[src/rtl/upd7801_bus_target.sv]
// upd7801_bus_target
//
// Target side of the uPD7801 external bus (A / RDB / WRB / WAITB). A CPU
// access that falls in the decoded window is latched and forwarded to a
// generic synchronous memory port with a level request and a one-CLK ack.
// WAITB is held low until the memory has answered and the minimum wait has
// elapsed. Read data is then presented on DB_O with DB_OE high.
//
// Ports
//   CLK, RESET          system clock, synchronous active-high reset
//   CP1_POSEDGE         CPU phase-1 rising-edge enable (paces the minimum wait)
//   A, A_OE             CPU address and address-valid
//   RDB, WRB            CPU read / write strobes, active low
//   DB_I                CPU write data
//   DB_O, DB_OE         read data to the CPU and its valid/mux select
//   WAITB               wait request to the CPU, active low
//   MEM_ADDR, MEM_WDATA latched access address and write data
//   MEM_RD, MEM_WR      level requests, held until MEM_ACK
//   MEM_RDATA, MEM_ACK  memory read data and one-CLK completion pulse
module upd7801_bus_target #(
  parameter logic [15:0] WIN_BASE = 16'h8000,
  parameter logic [15:0] WIN_MASK = 16'h8000,
  parameter int unsigned MIN_WAIT = 0
) (
  input  logic        CLK,
  input  logic        RESET,
  input  logic        CP1_POSEDGE,
  input  logic [15:0] A,
  input  logic        A_OE,
  input  logic        RDB,
  input  logic        WRB,
  input  logic [7:0]  DB_I,
  output logic [7:0]  DB_O,
  output logic        DB_OE,
  output logic        WAITB,
  output logic [15:0] MEM_ADDR,
  output logic [7:0]  MEM_WDATA,
  output logic        MEM_RD,
  output logic        MEM_WR,
  input  logic [7:0]  MEM_RDATA,
  input  logic        MEM_ACK
);

  typedef enum logic [1:0] {
    ST_IDLE = 2'd0,
    ST_REQ  = 2'd1,
    ST_DONE = 2'd2
  } state_t;

  state_t     state_reg, state_next;
  logic [3:0] wait_cnt_reg;
  logic       ack_seen_reg;

  logic sel;
  logic strobe;
  logic start;
  logic ack_take;
  logic ack_done;
  logic cnt_done;

  assign sel    = A_OE & ((A & WIN_MASK) == WIN_BASE);
  assign strobe = ~RDB | ~WRB;
  assign start  = sel & strobe;

  // Only the first ack of an access is taken; stray acks in IDLE/DONE or a
  // repeated ack in REQ are ignored.
  assign ack_take = (state_reg == ST_REQ) & MEM_ACK & ~ack_seen_reg;
  assign ack_done = ack_seen_reg | ack_take;

  // Counter is either already zero or reaches zero on this CP1 tick, so an
  // ack and the last tick in the same CLK leave REQ without an extra cycle.
  assign cnt_done = (wait_cnt_reg == 4'd0) |
                    ((wait_cnt_reg == 4'd1) & CP1_POSEDGE);

  // State register
  always_ff @(posedge CLK) begin
    if (RESET) begin
      state_reg <= ST_IDLE;
    end else begin
      state_reg <= state_next;
    end
  end

  // Next-state logic
  always_comb begin
    state_next = state_reg;
    case (state_reg)
      ST_IDLE: begin
        if (start) begin
          state_next = ST_REQ;
        end
      end
      ST_REQ: begin
        // A CPU that drops its strobes mid-access still gets its memory
        // request completed, but nothing is driven onto the bus afterwards.
        if (ack_done & ~strobe) begin
          state_next = ST_IDLE;
        end else if (ack_done & cnt_done) begin
          state_next = ST_DONE;
        end
      end
      ST_DONE: begin
        // Both strobes must go high before another access can start, even
        // if the address moves while a strobe is still low.
        if (~strobe) begin
          state_next = ST_IDLE;
        end
      end
      default: state_next = ST_IDLE;
    endcase
  end

  // Output logic: WAITB falls in the same CLK as the strobe so the CPU sees
  // it before its next sample point.
  always_comb begin
    WAITB = ~(start & (state_reg != ST_DONE));
    DB_OE = (state_reg == ST_DONE) & ~RDB & sel;
  end

  // Access datapath: latched address/data, memory request levels, wait
  // counter and read-data register.
  always_ff @(posedge CLK) begin
    if (RESET) begin
      MEM_ADDR     <= 16'h0000;
      MEM_WDATA    <= 8'h00;
      MEM_RD       <= 1'b0;
      MEM_WR       <= 1'b0;
      DB_O         <= 8'h00;
      wait_cnt_reg <= 4'd0;
      ack_seen_reg <= 1'b0;
    end else begin
      case (state_reg)
        ST_IDLE: begin
          if (start) begin
            MEM_ADDR     <= A;
            MEM_WDATA    <= DB_I;
            // Both strobes low is treated as a read.
            MEM_RD       <= ~RDB;
            MEM_WR       <= RDB;
            wait_cnt_reg <= 4'(MIN_WAIT);
            ack_seen_reg <= 1'b0;
          end
        end
        ST_REQ: begin
          if (ack_take) begin
            MEM_RD       <= 1'b0;
            MEM_WR       <= 1'b0;
            ack_seen_reg <= 1'b1;
            if (MEM_RD) begin
              DB_O <= MEM_RDATA;
            end
          end
          if (CP1_POSEDGE && (wait_cnt_reg != 4'd0)) begin
            wait_cnt_reg <= wait_cnt_reg - 4'd1;
          end
        end
        default: begin
        end
      endcase
    end
  end

endmodule

[config.mk]
export PLATFORM = sky130hd
export DESIGN_NAME = upd7801_bus_target
export DESIGN_NICKNAME = d
export VERILOG_FILES = /design/src/rtl/upd7801_bus_target.sv
export SDC_FILE = /design/constraint.sdc
export NUM_CORES = 1
export LEC_CHECK = 0
export CAP_MARGIN = 5
export CORE_MARGIN = 3
export CORE_UTILIZATION = 41
export CTS_CLUSTER_SIZE = 12
export DETAILED_ROUTE_END_ITERATION = 10
export GPL_ROUTABILITY_DRIVEN = 0
export HOLD_SLACK_MARGIN = 0.05
export PLACE_DENSITY = 0.8
export SETUP_SLACK_MARGIN = 0.3
export SYNTH_ARGS = -nofsm -noshare
export SYNTH_HDL_FRONTEND = slang
export SYNTH_SLANG_ARGS = --single-unit
[constraint.sdc]
create_clock -name CLK -period 1.7 [get_ports CLK]
set_input_delay 0.255 -clock CLK [delete_from_list [all_inputs] [get_ports CLK]]
set_output_delay 0.255 -clock CLK [all_outputs]
set_load 0.1 [all_outputs]
[Word-level counts from Yosys, hierarchy flattened]
Index checks and enable logic that the tools add are counted.
Cells by class
  $add $sub $neg: 1
  eq/ne operators: 9
  multiplexer cells: 16
  bitwise logic cells: 18
  reductions and logical operators: 10
Operators with widths (count)
  $reduce_and A3 Y1: 4
  $and A1 B1 Y1: 10
  $mux W2: 4
  $mux W4: 2
  $ne A2 B2 Y1 const B: 4
  $pmux W4 S2: 1
  $pmux W1 S2: 3
  $pmux W2 S3: 1
  $mux W1: 5
  $not A1 Y1: 5
  $eq A4 B1 Y1 const B: 1
  $logic_not A4 Y1: 1
  $reduce_bool A4 Y1: 1
  $sub A4 B1 Y4 const B: 1
  $ne A3 B1 Y1 const B: 1
  $or A1 B1 Y1: 3
  $eq A2 B1 Y1 const B: 1
  $eq A2 B2 Y1 const B: 1
  $logic_not A2 Y1: 1
  $ne A2 B1 Y1 const B: 1
  $reduce_and A2 Y1: 1
  $reduce_bool A2 Y1: 1
  $logic_and A1 B1 Y1: 1
Word-level totals
  register bits: 41
  logic and storage cells: 62

[Logic depth before layout (Yosys ltp)]
Gate-level depths: netlist of the first run.
  depth in word-level cells: 8
  depth in mapped cells: 7
  gate-level depth less buffers: 6

[Worst setup path before layout of the first run]
Ideal clock, no wire load.
  kind: reg-to-output
  start point: register state_reg[1]
  end point: output port DB_OE
  arrival time: 2615 ps
  required time: 1445 ps
  setup slack: -1170 ps
  cell stages (with the launch flop): 4
  path buffers: 1
  cells stage by stage: dfxtp_1 > buf_2 > nand2b_1 > nor3_1
Between the ends
  word-level cells in the longest chain between the ends: 3
RTL lines
  start, declared: line 50  | state_t state_reg, state_next;
  start signal, assigned: line 80  | state_reg <= state_next;
  $eq A2 B2 Y1: line 117  | DB_OE = (state_reg == ST_DONE) & ~RDB & sel;
  $and A1 B1 Y1 (2 in a row): line 117
  end, declared: line 34  | output logic DB_OE,
No other way between the ends.

[Worst setup path after layout of the first run]
  start point: register wait_cnt_reg[1]
  end point: register wait_cnt_reg[3]
Between the ends
  word-level cells in the longest chain between the ends: 4
RTL lines
  start, declared: line 51  | logic [3:0] wait_cnt_reg;
  start signal, assigned: line 140  | wait_cnt_reg <= 4'(MIN_WAIT);
  start signal, assigned: line 154  | wait_cnt_reg <= wait_cnt_reg - 4'd1;
  parallel branches: the longest is 4 deep, another holds $sub A4 B1 Y4
Several ways; the timed one is not identified. The select of a mux whose other input is x is not followed.
A chain may end at the register's enable or synchronous reset.

==> results of run 1 <==
==> Yosys cell counts (2+ instances only) <==
| cell | number |
|---|---|
| xor2_1 | 2 |
| clkbuf_1 | 7 |
| inv_1 | 3 |
| ha_1 | 3 |
| nand2b_1 | 2 |
| nand4_1 | 4 |
| nor2_1 | 12 |
| dfxtp_1 | 41 |
| mux2i_1 | 8 |
| a31oi_1 | 3 |
| nor3_1 | 5 |
| nand3_1 | 5 |
| a21oi_1 | 27 |
| nand2_1 | 49 |
| buf_2 | 4 |
==> per-stage QoR <==
stage / cell area, um2 / util / total power [mW]
after floorplan: 1688 / - / 1.380
after global placement: 2900 / 0.7747 / 1.655
after detailed placement: 2900 / 0.7747 / 1.667
after CTS: 3100 / 0.8282 / 2.417
after global routing: 3412 / 0.9114 / 2.603
final: 3412 / 0.9114 / 2.535
==> cells by family (layout without fill, tap and decap cells) <==
family | Yosys count | in the layout | share of synthesized area
AND/OR/NAND/NOR | 86 | 86 | 0.2456
flip-flops | 41 | 41 | 0.5019
AO/OA/AOI/OAI | 37 | 37 | 0.1278
multiplexers | 8 | 8 | 0.04897
XOR/XNOR | 2 | 2 | 0.01071
buffers and inverters | 15 | 114 | 0.04208
adder cells (fa/ha/maj) | 3 | 3 | 0.02296
==> worst register-to-register path, stage by stage (launching register included) <==
cell and delay (ns):
dfxtp_4 0.37, inv_4 0.08, ha_4 0.14, or3b_4 0.42
nand4_1 0.15, xor2_1 0.23, nor3_1 0.07
==> cell type report <==
| cell class | instances | area, um2 | area share |
|---|---|---|---|
| Sequential cell | 41 | 837.1 | 0.2453 |
| Inverter | 3 | 16.27 | 0.004767 |
| Timing Repair Buffer | 103 | 1400 | 0.4103 |
| Multi-Input combinational cell | 136 | 987.2 | 0.2893 |
| Tap cell | 48 | 60.06 | 0.01760 |
| Clock buffer | 8 | 111.4 | 0.03264 |
==> layer usage <==
| layer | track usage | share of wire |
|---|---|---|
| met1 | 0.2582 | 0.36 |
| met4 | 0.08460 | 0.033 |
| met3 | 0.07143 | 0.096 |
| met5 | 0 | 0 |
| met2 | 0.3612 | 0.51 |
==> worst paths after layout <==
| check | start | to | slack, ns | cells past startpoint |
|---|---|---|---|---|
| worst max register to register | wait_cnt_reg[1]$_SDFFE_PP0P_ | wait_cnt_reg[3]$_SDFFE_PP0P_ | 0.09 | 6 |
| worst min-delay path | RDB | MEM_WR$_SDFFE_PP0P_ | 0.38 | 4 |
| worst min register to register | MEM_WDATA[6]$_SDFFE_PP0P_ | MEM_WDATA[6]$_SDFFE_PP0P_ | 0.51 | 2 |
| worst max-delay path | wait_cnt_reg[1]$_SDFFE_PP0P_ | wait_cnt_reg[3]$_SDFFE_PP0P_ | 0.09 | 6 |
==> repair_timing <==
action	4_1_cts	5_1_grt
setup endpoints to repair	34	30
gates cloned	0	3
gates resized for setup	22	69
pin swaps	6	30
setup buffers	5	3
==> power by group through the flow <==
stage | sequential, mW | combinational [mW] | clock (mW)
2_1_floorplan | 1.25 | 0.131 | 0
3_3_place_gp | 1.05 | 0.600 | 0
3_5_place_dp | 1.06 | 0.611 | 0
4_1_cts | 1.03 | 0.629 | 0.758
5_1_grt | 1.04 | 0.752 | 0.810
6_report | 1.04 | 0.730 | 0.767
==> flow_summary.ini, run 1 <==
[sta]
hold_viol = 0
rsz0062_at_grt = yes
finalMaxSlewViolations = 0
fin_ws_ns = 0.09400
period_minus_slack_ns = 1.606
hold_ws_ns = 0.3831
clock_skew_ns = 0.008305
worstMarginPinSlew_ns = 0.5746
finalSetupTns_ns = 0
setup_viol = 0
max-slew-margin-rel = 0.6157
max_freq_ghz = 0.6227
fin_crit_sh = 0.9447

[global_routing]
grt.overflow.total = 0
grt_pass1_vias = 1773
grt_util_all_layers = 0.2174
antenna_found_initial = 0
grt_max_degree = 19
grt_pass1_wl_um = 8500

[power_and_ir_drop]
pwr_density_cell_nw_per_um2 = 742.8
p_leak_nw = 1.381
p_clk_frac = 0.303
p_comb_frac = 0.288
internal_power_mw = 1.718
seqPwrFrac = 0.409
ir_drop_mv = 0.5707
switchingPower_uw = 816.3
p_sw_frac = 0.3221

[logic_synthesis]
ys.flop_type = dfxtp_1
synth_edf_count = 0
yosysWarnings = 0
synth_cells = 192
yosys_register_bits = 41
syn-num-nets = 234
synth_area_leaders = dfxtp_1 50%, nand2_1 11%, a21oi_1 8.3%, mux2i_1 4.9%, nor2_1 2.8%
yosys.area.top_type = dfxtp_1
syn_area_um2 = 1635
synth_top_area_share = 0.5019
seq_area_frac_synth = 0.5019
async_reset_ff_frac = 0
syn_avg_cell_area_um2 = 8.517
synth.distinct_cells = 32

[routing]
first_iter_violations = 144
first_pass_iters = 4
drc = 0
vias = 2002
ant_nets = 0
vias_per_cell = 5.906
wl_per_cell_um = 21.59
drt-total-wl_um = 7320

[cells_and_area]
largestRegisters = MEM_ADDR: 16 flops, DB_O: 8 flops, MEM_WDATA: 8 flops
final_layout_size_suffix_gt1_frac = 0.4605
nFillCells = 136
largest_register_ffs = 16
syn2layout_area_growth_pct = 108.6
mostFrequentLayoutCells = 37 x buf_12, 36 x dfxtp_1, 34 x clkdlybuf4s50_1
final_nets = 332
antennaDiodeCount = 0
final_cells = 339
top_register = MEM_ADDR
final_common_cell = buf_12

[hold_path]
hold_class = in2reg

[floorplanning]
start_util = 0.4368
design.die.area_um2 = 4782
io-pin-count = 75
die_y_um = 69.16
num_rows = 22
coreArea_um2 = 3744
die_w_um = 69.16

[flow_run]
max_cap_violations = 0

[worst_setup_path]
cpPeakStageDelay_ns = 0.42
cp_slowest_cell = or3b_4
worstPathRequired_ns = 1.86
crit_path_start_kind = register
worst-endpoint-arrival_ns = 1.77
cp-end-kind = register
path_buf_inv = 1
crit_type = reg2reg
cp_cell_sequence = inv_4, ha_4, or3b_4, nand4_1, xor2_1, nor3_1
crit_fanout = 4
critical-path-top-delay-family = simple AND/OR/NAND/NOR gates

[status]
status = complete, no violations

[placement]
place_inst = 320
pre_cts_ws_ns = -0.1934
hpwl_um = 3558
port_buffers = 74

[cts]
root_buffer = clkbuf_8
cts_sinks = 41
clk_pin_slew_worst_paths_ns = 0.08
cts_tree = built
cts_buffers = 5
cts_hold_buf = 0
clock_path_buffers = 2
clkLatencyLatePin_ns = 0.30
htreeDepth = 2
(Power assumes the default switching activity.)
==> run 2, diff against run 1 <==
--- a/config.mk
+++ b/config.mk
@@ -5,13 +5,13 @@
 export SDC_FILE = /design/constraint.sdc
 export NUM_CORES = 1
 export LEC_CHECK = 0
+export ABC_CLOCK_PERIOD_IN_PS = 1700
 export CAP_MARGIN = 5
 export CORE_MARGIN = 3
 export CORE_UTILIZATION = 41
 export CTS_CLUSTER_SIZE = 12
 export DETAILED_ROUTE_END_ITERATION = 10
 export GPL_ROUTABILITY_DRIVEN = 0
-export HOLD_SLACK_MARGIN = 0.05
 export PLACE_DENSITY = 0.8
 export SETUP_SLACK_MARGIN = 0.3
 export SYNTH_ARGS = -nofsm -noshare
==> results of run 2 <==
No change in the layout: final DEF, timing and power equal those of run 1.
==> run 3, diff against run 2 <==
--- a/config.mk
+++ b/config.mk
@@ -12,7 +12,7 @@
 export CTS_CLUSTER_SIZE = 12
 export DETAILED_ROUTE_END_ITERATION = 10
 export GPL_ROUTABILITY_DRIVEN = 0
-export PLACE_DENSITY = 0.8
+export PLACE_DENSITY = 0.79
 export SETUP_SLACK_MARGIN = 0.3
 export SYNTH_ARGS = -nofsm -noshare
 export SYNTH_HDL_FRONTEND = slang
==> flow_summary.ini, run 3 <==
[status]
status = did not finish
failing_step = 5_1_grt
error = [ERROR DPL-0033] detailed placement checks failed during check placement.

[logic_synthesis]
synth_top_family_by_area = simple AND/OR/NAND/NOR gates
yosysWarnings = 0
syn-num-nets = 234
synth_cells = 192
synth_top_area_share = 0.5019
seq_area_frac_synth = 0.5019
ys.flop_type = dfxtp_1
syn_avg_cell_area_um2 = 8.517
yosys.area_share.adder = 0.02295
yosysMostFrequentCell = nand2_1
async_reset_ff_frac = 0
synth_edf_count = 0
synthMuxAreaShare = 0.04897
synth.distinct_cells = 32
yosys.area.top_type = dfxtp_1
synth_simple_gate_area_share = 0.2456
synth_common_cells = 49 x nand2_1, 41 x dfxtp_1, 27 x a21oi_1, 12 x nor2_1, 8 x mux2i_1
yosys_register_bits = 41
synth-xor-area-share = 0.01071
syn_area_um2 = 1635
synth_compound_area_frac = 0.1278
synth_area_leaders = dfxtp_1 50%, nand2_1 11%, a21oi_1 8.3%, mux2i_1 4.9%, nor2_1 2.8%

[global_routing]
antenna_found_initial = 0
grt_max_degree = 21

[cts]
cts_sinks = 41
clock_path_buffers = 2
cts_buffers = 5
htreeDepth = 2
root_buffer = clkbuf_8

[placement]
place_inst = 319
port_buffers = 74
hpwl_um = 3596
place_area_um2 = 2893

[floorplanning]
die_y_um = 69.16
start_util = 0.4368
io-pin-count = 75
die_w_um = 69.16
num_rows = 22

[sta]
worst-ep-kind = primary output
crit_endpoint = WAITB
[run 3: cell counts after synthesis]
No cell type changed its count.
[run 3: repair_timing]
item | 4_1_cts
cloned | 1
setup endpoints to repair | 35
setup buffers | 6
hold buffers | 0
pin swaps | 8
gates resized for setup | 25
[run 3: logic make-up after synthesis]
group / after synthesis
adders and majority gates: 3
xor gates and xnor gates: 2
AOI/OAI and AO/OA: 37
muxes: 8
DFF: 41
and+or+nand+nor: 86
buffers and inverters: 15
[run 3: per-stage QoR]
stage               setup WS [ns]  hold WS, ns
floorplan                 0.05530       0.3910
global placement          -0.1484       0.4745
detailed placement        -0.2059       0.4803
CTS                        0.2299       0.4917
==> run 4, diff against run 3 <==
--- a/config.mk
+++ b/config.mk
@@ -8,12 +8,10 @@
 export ABC_CLOCK_PERIOD_IN_PS = 1700
 export CAP_MARGIN = 5
 export CORE_MARGIN = 3
-export CORE_UTILIZATION = 41
-export CTS_CLUSTER_SIZE = 12
+export CORE_UTILIZATION = 35
 export DETAILED_ROUTE_END_ITERATION = 10
 export GPL_ROUTABILITY_DRIVEN = 0
-export PLACE_DENSITY = 0.79
-export SETUP_SLACK_MARGIN = 0.3
+export PLACE_DENSITY_LB_ADDON = 0.15
 export SYNTH_ARGS = -nofsm -noshare
 export SYNTH_HDL_FRONTEND = slang
 export SYNTH_SLANG_ARGS = --single-unit
==> flow_summary.ini, run 4 (synthesized netlist as in run 1, its figures left out) <==
[worst_setup_path]
rrSetupSlack_ns = 0.14
regToRegStartpoint = wait_cnt_reg[0]$_SDFFE_PP0P_
cpPeakStageDelay_ns = 0.40
cp_cell_sequence = buf_4, nand2b_4, nor3_4, buf_12
reg2regPathDepth = 6
cp-end-kind = output pin
worstPathRequired_ns = 1.44
crit_fanout = 6
regToRegEndpoint = wait_cnt_reg[1]$_SDFFE_PP0P_
crit_type = reg2out
crit_path_start_kind = register
cp_slowest_cell = dfxtp_1
worst-endpoint-arrival_ns = 1.34

[power_and_ir_drop]
ir_drop_mv = 0.5085
pwr_density_cell_nw_per_um2 = 753.0
p_leak_nw = 1.177
total_power_mw = 2.219
p_clk_frac = 0.266
seqPwrFrac = 0.466
p_comb_frac = 0.268
switchingPower_uw = 679.2
internal_power_mw = 1.539
p_sw_frac = 0.3061

[routing]
first_pass_iters = 6
ant_nets = 0
vias = 1595
first_iter_violations = 107
drc = 0
vias_per_cell = 4.893
wl_per_cell_um = 12.68
drt-total-wl_um = 4133

[floorplanning]
die_y_um = 74.36
coreArea_um2 = 4444
die_w_um = 74.36
design.die.area_um2 = 5529
io-pin-count = 75
num_rows = 24
start_util = 0.3680

[cts]
cts_sinks = 41
postCtsSetupBuffers = 0
clkLatencyLatePin_ns = 0.28
root_buffer = clkbuf_8
clock_path_buffers = 2
cts_hold_buf = 0
cts_tree = built
cts_buffers = 5
clk_pin_slew_worst_paths_ns = 0.07
htreeDepth = 2
cts_resized = 0

[sta]
setup_viol = 0
max_freq_ghz = 0.6284
period_minus_slack_ns = 1.591
hold_ws_ns = 0.4901
max-slew-margin-rel = 0.7324
worstMarginPinSlew_ns = 0.3980
clock_skew_ns = 0.002210
finalSetupTns_ns = 0
finalMaxSlewViolations = 0
rsz0062_at_grt = no
hold_viol = 0
fin_crit_sh = 0.9361

[global_routing]
grt_util_all_layers = 0.1552
grt_pass1_vias = 1437
grt_max_degree = 41
grt.overflow.total = 0
antenna_found_initial = 0
grt_pass1_wl_um = 6658

[cells_and_area]
largest_register_ffs = 16
mostFrequentLayoutCells = 49 x nand2_1, 40 x dfxtp_1, 38 x clkdlybuf4s50_1
antennaDiodeCount = 0
final_nets = 315
syn2layout_area_growth_pct = 80.18
top_register = MEM_ADDR
final_cells = 326
final_common_cell = nand2_1
largestRegisters = MEM_ADDR: 16 flops, DB_O: 8 flops, MEM_WDATA: 8 flops
final_layout_size_suffix_gt1_frac = 0.2226

[placement]
place_inst = 318
port_buffers = 74
hpwl_um = 3151

[hold_path]
hold_class = reg2reg
hold_end = MEM_ADDR[3]$_SDFFE_PP0P_
hp-start = MEM_ADDR[3]$_SDFFE_PP0P_
hold_path_depth = 2

[status]
status = complete, no violations

[flow_run]
max_cap_violations = 0
-- run 4: power by group through the flow --
stage                     clock network, mW  logic [mW]  registers (mW)
after floorplan                           0       0.124            1.25
after global placement                    0       0.596            1.05
after detailed placement                  0       0.598            1.06
after CTS                             0.618       0.600            1.03
after global routing                  0.666       0.624            1.04
final                                 0.590       0.595            1.03
-- run 4: worst max-delay path, delay by kind of cell (launching register included) --
family	cells	cell delay, ns
buf+inv	2	0.39
flops	1	0.40
simple gates	2	0.26
-- run 4: routing by layer --
metal | share of wire | track usage | vias up
li1 | - | - | 809
met4 | 0.017 | 0.04941 | 0
met5 | 0 | 0 | -
met1 | 0.42 | 0.1917 | 727
met3 | 0.079 | 0.06622 | 9
met2 | 0.48 | 0.2461 | 50
-- run 4: metrics by stage --
stage            util  instance area (um2)  setup WS, ns
4_1_cts        0.6630                 2947        0.1064
3_5_place_dp   0.6450                 2867       -0.1501
2_1_floorplan       -                 1655       0.02356
5_1_grt        0.6630                 2947       0.01815
6_report       0.6630                 2947        0.1087
3_3_place_gp   0.6450                 2867       -0.1268
-- run 4: worst max-delay path by stage --
stage	start	endpoint	slack (ns)
detailed placement	RDB	wait_cnt_reg[1]$_SDFFE_PP0P_	-0.15
CTS	state_reg[1]$_SDFFE_PP0P_	DB_OE	0.11
finish	state_reg[1]$_SDFFE_PP0P_	DB_OE	0.11
global placement	RDB	wait_cnt_reg[1]$_SDFFE_PP0P_	-0.13
global route	state_reg[1]$_SDFFE_PP0P_	DB_OE	0.02
floorplan	state_reg[1]$_SDFFE_PP0P_	WAITB	0.02
-- run 4: layout make-up --
class	instances	area [um2]
clock buffer	8	80.08
tap	52	65.06
fill	352	1498
sequential	41	822.0
timing repair buffer	86	1204
multi-input combinational	136	764.5
inverter	3	11.26
